[config.mk]
export PLATFORM = sky130hd
export DESIGN_NAME = exc_ctrl
export DESIGN_NICKNAME = d
export VERILOG_FILES = /design/src/rtl/exc_ctrl.sv
export SDC_FILE = /design/constraint.sdc
export NUM_CORES = 1
export LEC_CHECK = 0
export BUFFER_PORTS_ARGS = -buffer_cell sky130_fd_sc_hd__buf_2
export CORE_UTILIZATION = 46
export DETAILED_ROUTE_END_ITERATION = 10
export GPL_TIMING_DRIVEN = 0
export PLACE_DENSITY = 0.81
export REMOVE_ABC_BUFFERS = 1
export SLEW_MARGIN = 20
export SYNTH_ARGS = -nofsm -noshare
export SYNTH_HDL_FRONTEND = slang
export SYNTH_SLANG_ARGS = --single-unit
[constraint.sdc]
create_clock -name clk -period 2.4 [get_ports clk]
set_input_delay 0.24 -clock clk [delete_from_list [all_inputs] [get_ports clk]]
set_output_delay 0.24 -clock clk [all_outputs]
set_load 0.02 [all_outputs]
[src/rtl/exc_ctrl.sv]
// CP0 exception/interrupt sequencer for the M stage: arbitrates interrupts, exceptions and eret,
// holds SR/Cause/EPC/PRId, and drives the flush/redirect handshake plus mfc0/mtc0 access.
module exc_ctrl #(
   parameter logic [31:0] HANDLER_ADDR = 32'h0000_4180,
   parameter logic [31:0] PRID_VAL     = 32'h0000_0007
) (
   input  logic        clk,
   input  logic        reset,
   input  logic [31:0] M_pc,
   input  logic [4:0]  M_exccode,
   input  logic        M_bd,
   input  logic        M_eret,
   input  logic [5:0]  hw_int,
   input  logic        cp0_we,
   input  logic [4:0]  cp0_addr,
   input  logic [31:0] cp0_wdata,
   output logic [31:0] cp0_rdata,
   output logic        exc_req,
   output logic        eret_req,
   output logic [31:0] redirect_pc,
   output logic [31:0] epc_out,
   output logic        exl_out
);

   localparam int unsigned IM_W   = 6;
   localparam int unsigned CODE_W = 5;
   localparam logic [4:0]  ADDR_SR    = 5'd12;
   localparam logic [4:0]  ADDR_CAUSE = 5'd13;
   localparam logic [4:0]  ADDR_EPC   = 5'd14;
   localparam logic [4:0]  ADDR_PRID  = 5'd15;
   localparam logic [31:0] EPC_MASK   = 32'hFFFF_FFFC;

   typedef enum logic {
      ST_RUN  = 1'b0,
      ST_HOLD = 1'b1
   } state_t;

   state_t              state_q, state_d;
   logic [IM_W-1:0]     sr_im_q, sr_im_d;
   logic                sr_exl_q, sr_exl_d;
   logic                sr_ie_q, sr_ie_d;
   logic                cause_bd_q, cause_bd_d;
   logic [IM_W-1:0]     cause_ip_q, cause_ip_d;
   logic [CODE_W-1:0]   cause_code_q, cause_code_d;
   logic [31:0]         epc_q, epc_d;

   logic                int_pend;
   logic                exc_pend;
   logic [31:0]         epc_src;

   // State and CP0 register bank
   always_ff @(posedge clk or posedge reset) begin
      if (reset) begin
         state_q      <= ST_RUN;
         sr_im_q      <= '0;
         sr_exl_q     <= 1'b0;
         sr_ie_q      <= 1'b0;
         cause_bd_q   <= 1'b0;
         cause_ip_q   <= '0;
         cause_code_q <= '0;
         epc_q        <= '0;
      end else begin
         state_q      <= state_d;
         sr_im_q      <= sr_im_d;
         sr_exl_q     <= sr_exl_d;
         sr_ie_q      <= sr_ie_d;
         cause_bd_q   <= cause_bd_d;
         cause_ip_q   <= cause_ip_d;
         cause_code_q <= cause_code_d;
         epc_q        <= epc_d;
      end
   end

   // Arbitration: interrupt > exception > eret > mtc0; HOLD covers the flushed bubble
   always_comb begin
      state_d      = ST_RUN;
      sr_im_d      = sr_im_q;
      sr_exl_d     = sr_exl_q;
      sr_ie_d      = sr_ie_q;
      cause_bd_d   = cause_bd_q;
      cause_ip_d   = hw_int;
      cause_code_d = cause_code_q;
      epc_d        = epc_q;
      exc_req      = 1'b0;
      eret_req     = 1'b0;
      redirect_pc  = '0;

      int_pend = (|(hw_int & sr_im_q)) & sr_ie_q & ~sr_exl_q;
      exc_pend = (M_exccode != '0) & ~sr_exl_q;
      epc_src  = M_bd ? (M_pc - 32'd4) : M_pc;

      case (state_q)
         ST_RUN: begin
            if (int_pend || exc_pend) begin
               exc_req      = 1'b1;
               redirect_pc  = HANDLER_ADDR;
               cause_code_d = int_pend ? '0 : M_exccode;
               cause_bd_d   = M_bd;
               epc_d        = epc_src & EPC_MASK;
               sr_exl_d     = 1'b1;
               state_d      = ST_HOLD;
            end else if (M_eret) begin
               eret_req    = 1'b1;
               redirect_pc = epc_q;
               sr_exl_d    = 1'b0;
               state_d     = ST_HOLD;
            end else if (cp0_we) begin
               case (cp0_addr)
                  ADDR_SR: begin
                     sr_im_d  = cp0_wdata[15:10];
                     sr_exl_d = cp0_wdata[1];
                     sr_ie_d  = cp0_wdata[0];
                  end
                  ADDR_EPC: epc_d = cp0_wdata & EPC_MASK;
                  default: ;
               endcase
            end
         end
         ST_HOLD: state_d = ST_RUN;
         default: state_d = ST_RUN;
      endcase
   end

   // mfc0 read port, no forwarding of a same-cycle mtc0
   always_comb begin
      case (cp0_addr)
         ADDR_SR:    cp0_rdata = {16'b0, sr_im_q, 8'b0, sr_exl_q, sr_ie_q};
         ADDR_CAUSE: cp0_rdata = {cause_bd_q, 15'b0, cause_ip_q, 3'b0, cause_code_q, 2'b0};
         ADDR_EPC:   cp0_rdata = epc_q;
         ADDR_PRID:  cp0_rdata = PRID_VAL;
         default:    cp0_rdata = '0;
      endcase
   end

   assign epc_out = epc_q;
   assign exl_out = sr_exl_q;

endmodule

# ---- Yosys cells after proc, flatten, opt, wreduce, memory -nomap -nowiden
# Cells that the tools add are included.
dict set report word_totals {
  n_memories 0
  inputBits 85
  latch_bits 0
  mem_bits_rw 0
  rom_bits 0
  reg_bits 53
}
dict set report classes {
  order_cmp 0
  n_mux 21
  addsub 1
  bitwise 8
  shifts 0
  reduce_logical 11
  div 0
  multipliers 0
  n_eq_ne 5
}
# operator n
set ops {}
lappend ops {{$mux 32} 8}
lappend ops {{$pmux 32 s4} 1}
lappend ops {{$sub 32x3->32 const B} 1}
lappend ops {{$eq 5x4->1 const B} 4}
lappend ops {{$mux 1} 10}
lappend ops {{$and 6x6->6} 1}
lappend ops {{$reduce_bool 3->1} 2}
lappend ops {{$reduce_or 6->1} 1}
lappend ops {{$mux 5} 1}
lappend ops {{$reduce_and 5->1} 1}
lappend ops {{$reduce_bool 5->1} 1}
lappend ops {{$not 1->1} 4}
lappend ops {{$reduce_and 4->1} 1}
lappend ops {{$reduce_bool 2->1} 2}
lappend ops {{$and 1x1->1} 3}
lappend ops {{$reduce_and 3->1} 1}
lappend ops {{$ne 2x1->1 const B} 1}
lappend ops {{$pmux 1 s2} 1}
lappend ops {{$reduce_and 2->1} 1}
lappend ops {{$logic_or 1x1->1} 1}

# ---- Depth between registers and ports, before layout
dict set report logic_depth {
  word_depth 7
  ltp_mapped 8
}

# ---- Worst setup path before layout
# OpenSTA, ideal clock, no wires.
dict set report synth_timing {
  kind {input to output}
  from {input port M_exccode[0]}
  to {output port redirect_pc[22]}
  required_time_ns 2.160
  path_buffers 1
  t_arrival_ns 1.895
  stages 5
  slack_ns 0.265
  path_cell_list {or4_4 -> o21bai_2 -> nand2_1 -> buf_2 -> nor4_1}
}
dict set report synth_between {
  elab_chain_cells 5
}
# element line_no
set synth_rtl {}
lappend synth_rtl {{from (decl)} 10} ;# input logic [4:0] M_exccode,
lappend synth_rtl {{$reduce_bool 5->1} 89} ;# exc_pend = (M_exccode != '0) & ~sr_exl_q;
lappend synth_rtl {{$and 1x1->1} 89}
lappend synth_rtl {{$logic_or 1x1->1} 94} ;# if (int_pend || exc_pend) begin
lappend synth_rtl {{$mux 32} 94}
lappend synth_rtl {{$mux 32} 92} ;# case (state_q)
lappend synth_rtl {{to (decl)} 20} ;# output logic [31:0] redirect_pc,
# No other way between the ends.

# ---- Final worst setup path
dict set report layout_timing {
  from {input port M_exccode[0]}
  to {output port redirect_pc[17]}
}
# Same word-level chain as after synthesis.

==> flow_metrics.env <==
export IMPL_insertion_delay_ns=0.31
export IMPL_p_comb_share_pct=50.8
export IMPL_max_slew_margin_pct=47.7
export IMPL_initial_core_util_pct=48.3
export IMPL_power_share_clock_pct=14.1
export IMPL_p_seq_share_pct=35.2
export IMPL_final_max_slew_violation_count=0
export IMPL_post_place_ws_ns=-0.599
export IMPL_ys_ff_latch=51
export IMPL_synthFlopType="dfrtp_1"
export IMPL_cts_sinks=51
export IMPL_grt_pass1_wl_um=17800
export IMPL_yosysUniqueCellTypes=59
export IMPL_worst_slack_ns=0.132
export IMPL_finalHoldViolCount=0
export IMPL_setup_viol=0
export IMPL_yosysSeqAreaShare_pct=35.9
export IMPL_fin_nets=648
export IMPL_syn_inst=396
export IMPL_cts_buffer_depth=2
export IMPL_crit_slowest_cell="or4_4"
export IMPL_postSynthAreaPerCell_sq_um=8.99
export IMPL_fillers=676
export IMPL_syn_to_final_growth_pct=32.1
export IMPL_viasPerCell=5.70
export IMPL_grt_max_degree=43
export IMPL_slowest_delay_ns=0.55
export IMPL_n_antenna_cell=0
export IMPL_path_class="input pin to primary output"
export IMPL_drc=0
export IMPL_fmax_mhz=441
export IMPL_first_pass_iters=5
export IMPL_via_count=3775
export IMPL_power_density_mw_per_mm2=939
export IMPL_die_area_sq_mm=0.00809
export IMPL_portBuffers=177
export IMPL_synth_edf_count=0
export IMPL_p_sw_share_pct=46.8
export IMPL_syn_cell_area_sq_mm=0.00356
export IMPL_tightest_slew_ns=0.784
export IMPL_worstPathRequired_ns=2.16
export IMPL_rows=31
export IMPL_hold_path_class="input pin to flip-flop"
export IMPL_yosys_warnings=0
export IMPL_drtIter0Drc=200
export IMPL_clock_skew_ns=0.0147
export IMPL_dpl_hpwl_um=8150
export IMPL_htree_levels=2
export IMPL_core_area_sq_mm=0.00737
export IMPL_cts_root_buf="clkbuf_8"
export IMPL_p_leak_nw=2.33
export IMPL_grt_use_total_pct=27.2
export IMPL_numCtsBuffers=5
export IMPL_globalplace_congestion=0.817
export IMPL_status="completed"
export IMPL_vdd_ir_drop_max_uv=506
export IMPL_grt_pass1_vias=3525
export IMPL_ant_nets=0
export IMPL_period_needed_ns=2.27
export IMPL_die_x_um=90.0
export IMPL_worst_ep_arrival_time_ns=2.03
export IMPL_tritoncts="built"
export IMPL_grt_overflow_total=0
export IMPL_wire_per_inst_um=17.1
export IMPL_drv_cap=0
export IMPL_power_switching_mw=2.06
export IMPL_worstSetupStartpointType="input pin"
export IMPL_cp_max_fo=12
export IMPL_grt_antenna_before_repair=0
export IMPL_rsz0062_at_grt="no"
export IMPL_crit_top_cell="buf_2"
export IMPL_seq_area_sq_mm=0.00128
export IMPL_drive_above_1_share_pct=41.2
export IMPL_boundaryPins=184
export IMPL_die_h_um=90.0
export IMPL_async_flop_share_pct=100
export IMPL_clk_pin_slew_worst_paths_ns=0.11
export IMPL_timing_setup_tns_ns=0
export IMPL_end_kind="primary output"
export IMPL_fin_crit_sh_pct=94.5
export IMPL_multiInputGateArea_sq_mm=0.00216
export IMPL_internal_power_mw=2.35
export IMPL_wl_um=11300
export IMPL_cp_cell_sequence="buf_2, or4_4, o21bai_2, nand2_4, nor3_4, buf_4, and2_1, buf_2"
[cell type report]
| cell class | count | share of cell area [%] |
|---|---|---|
| inverter | 7 | 0.559 |
| timing repair buffer | 188 | 21.3 |
| clock buffer | 5 | 1.46 |
| clock inverter | 3 | 0.985 |
| tap | 99 | 2.63 |
| multi-input combinational | 309 | 45.9 |
| sequential | 51 | 27.1 |
[Yosys cell counts, types with 10 or more instances]
cell type,instances,area share (%)
clkbuf_1,12,1.3
nand3_1,12,1.7
a22oi_1,22,4.6
nor2_1,17,1.8
o21ai_0,29,4.1
nor3_1,10,1.4
nand2_1,42,4.4
dfrtp_1,51,36
a21oi_1,10,1.4
and2_1,26,4.6
xnor2_1,24,5.9
and3_1,22,3.9
buf_4,10,2.1
[power groups by stage]
stage	clock network [mW]	logic, mW	registers (mW)
after floorplan	0	1.08	1.78
after global placement	0	2.09	1.53
after detailed placement	0	2.16	1.54
after CTS	0.632	2.23	1.54
after global routing	0.659	2.43	1.60
final	0.621	2.24	1.55
[layer usage]
metal	part of all wire, %	vias to the layer above	track usage [%]
met5	0	-	0
met4	1.9	0	8.60
met3	7.0	20	3.72
met2	50	183	47.6
met1	41	1810	34.8
li1	-	1762	-
[kinds of logic (layout without fill, tap and decap cells)]
kind of cell / after synthesis / in the layout / share of synthesized area [%]
other cells: 1 / 4 / 0.105
simple gates: 174 / 175 / 30.4
flops: 51 / 51 / 35.9
mux: 12 / 12 / 3.62
fa+ha+maj: 1 / 1 / 0.351
compound gates: 89 / 89 / 16.9
xor+xnor: 28 / 28 / 6.89
buf+inv: 40 / 203 / 5.83
[critical path: cells and delay by family]
| kind | cells | cell delay (ns) |
|---|---|---|
| AND/OR/NAND/NOR | 4 | 1.07 |
| buffers and inverters | 3 | 0.45 |
| AO/OA/AOI/OAI | 1 | 0.26 |
[registers in the layout, indices dropped and copies added, names as in the netlist]
name / cells
exl_out: 1
state_q: 1
sr_ie_q: 1
epc_out: 30
cause_bd_q: 1
sr_im_q: 6
cause_code_q: 5
cause_ip_q: 6
[layout by cell type (no fill, tap or decap), drive strengths merged, types with 2 or more instances in the layout]
| cell type | instances |
|---|---|
| nor4bb | 2 |
| o21ai | 36 |
| nor2 | 18 |
| mux2 | 7 |
| a22oi | 22 |
| a211o | 2 |
| or4 | 2 |
| conb | 4 |
| a221o | 3 |
| and2 | 26 |
| nand4b | 3 |
| inv | 8 |
| a31o | 2 |
| clkbuf | 5 |
| a221oi | 2 |
| xor2 | 4 |
| nor3 | 15 |
| xnor2 | 24 |
| nor4b | 2 |
| buf | 187 |
| a21oi | 10 |
| a22o | 2 |
| dfrtp | 51 |
| nand3 | 14 |
| and3 | 22 |
| nand2 | 42 |
| nand4 | 8 |
| nor4 | 13 |
| mux2i | 5 |
| o311ai | 4 |
| nand2b | 2 |
[path summary, 6_finish.rpt]
check | startpoint | end | slack [ns] | cells past startpoint
max in group asynchronous | reset | cause_code_q[0] | 1.40 | 4
min reg2reg | cause_code_q[1] | cause_code_q[1] | 0.49 | 2
min in group asynchronous | reset | epc_out[17] | 0.48 | 3
max reg2reg | state_q | epc_out[21] | 0.21 | 6
min | hw_int[1] | cause_ip_q[1] | 0.06 | 1
max | M_exccode[0] | redirect_pc[17] | 0.13 | 8
[timing repair]
| action | 4_1_cts | 5_1_grt |
|---|---|---|
| setup endpoints to repair | 30 | 41 |
| setup buffers | 5 | 2 |
| gates resized for setup | 6 | 4 |
| pin swaps | 2 | 4 |
| hold endpoints to repair | 17 | 0 |
| cloned | 1 | 0 |
| hold buffers | 1 | 0 |
[per-stage QoR]
stage	hold WS [ns]	total power, mW	utilization (%)	cells	instance area [sq um]
2_1_floorplan	0.271	2.87	-	366	3390
3_3_place_gp	0.368	3.61	59.7	642	4400
3_5_place_dp	0.279	3.70	60.4	645	4450
4_1_cts	0.0425	4.40	63.2	660	4650
5_1_grt	0.0437	4.69	63.8	662	4700
6_report	0.0571	4.41	63.8	662	4700
No activity file was read; power rests on OpenSTA's default activity.
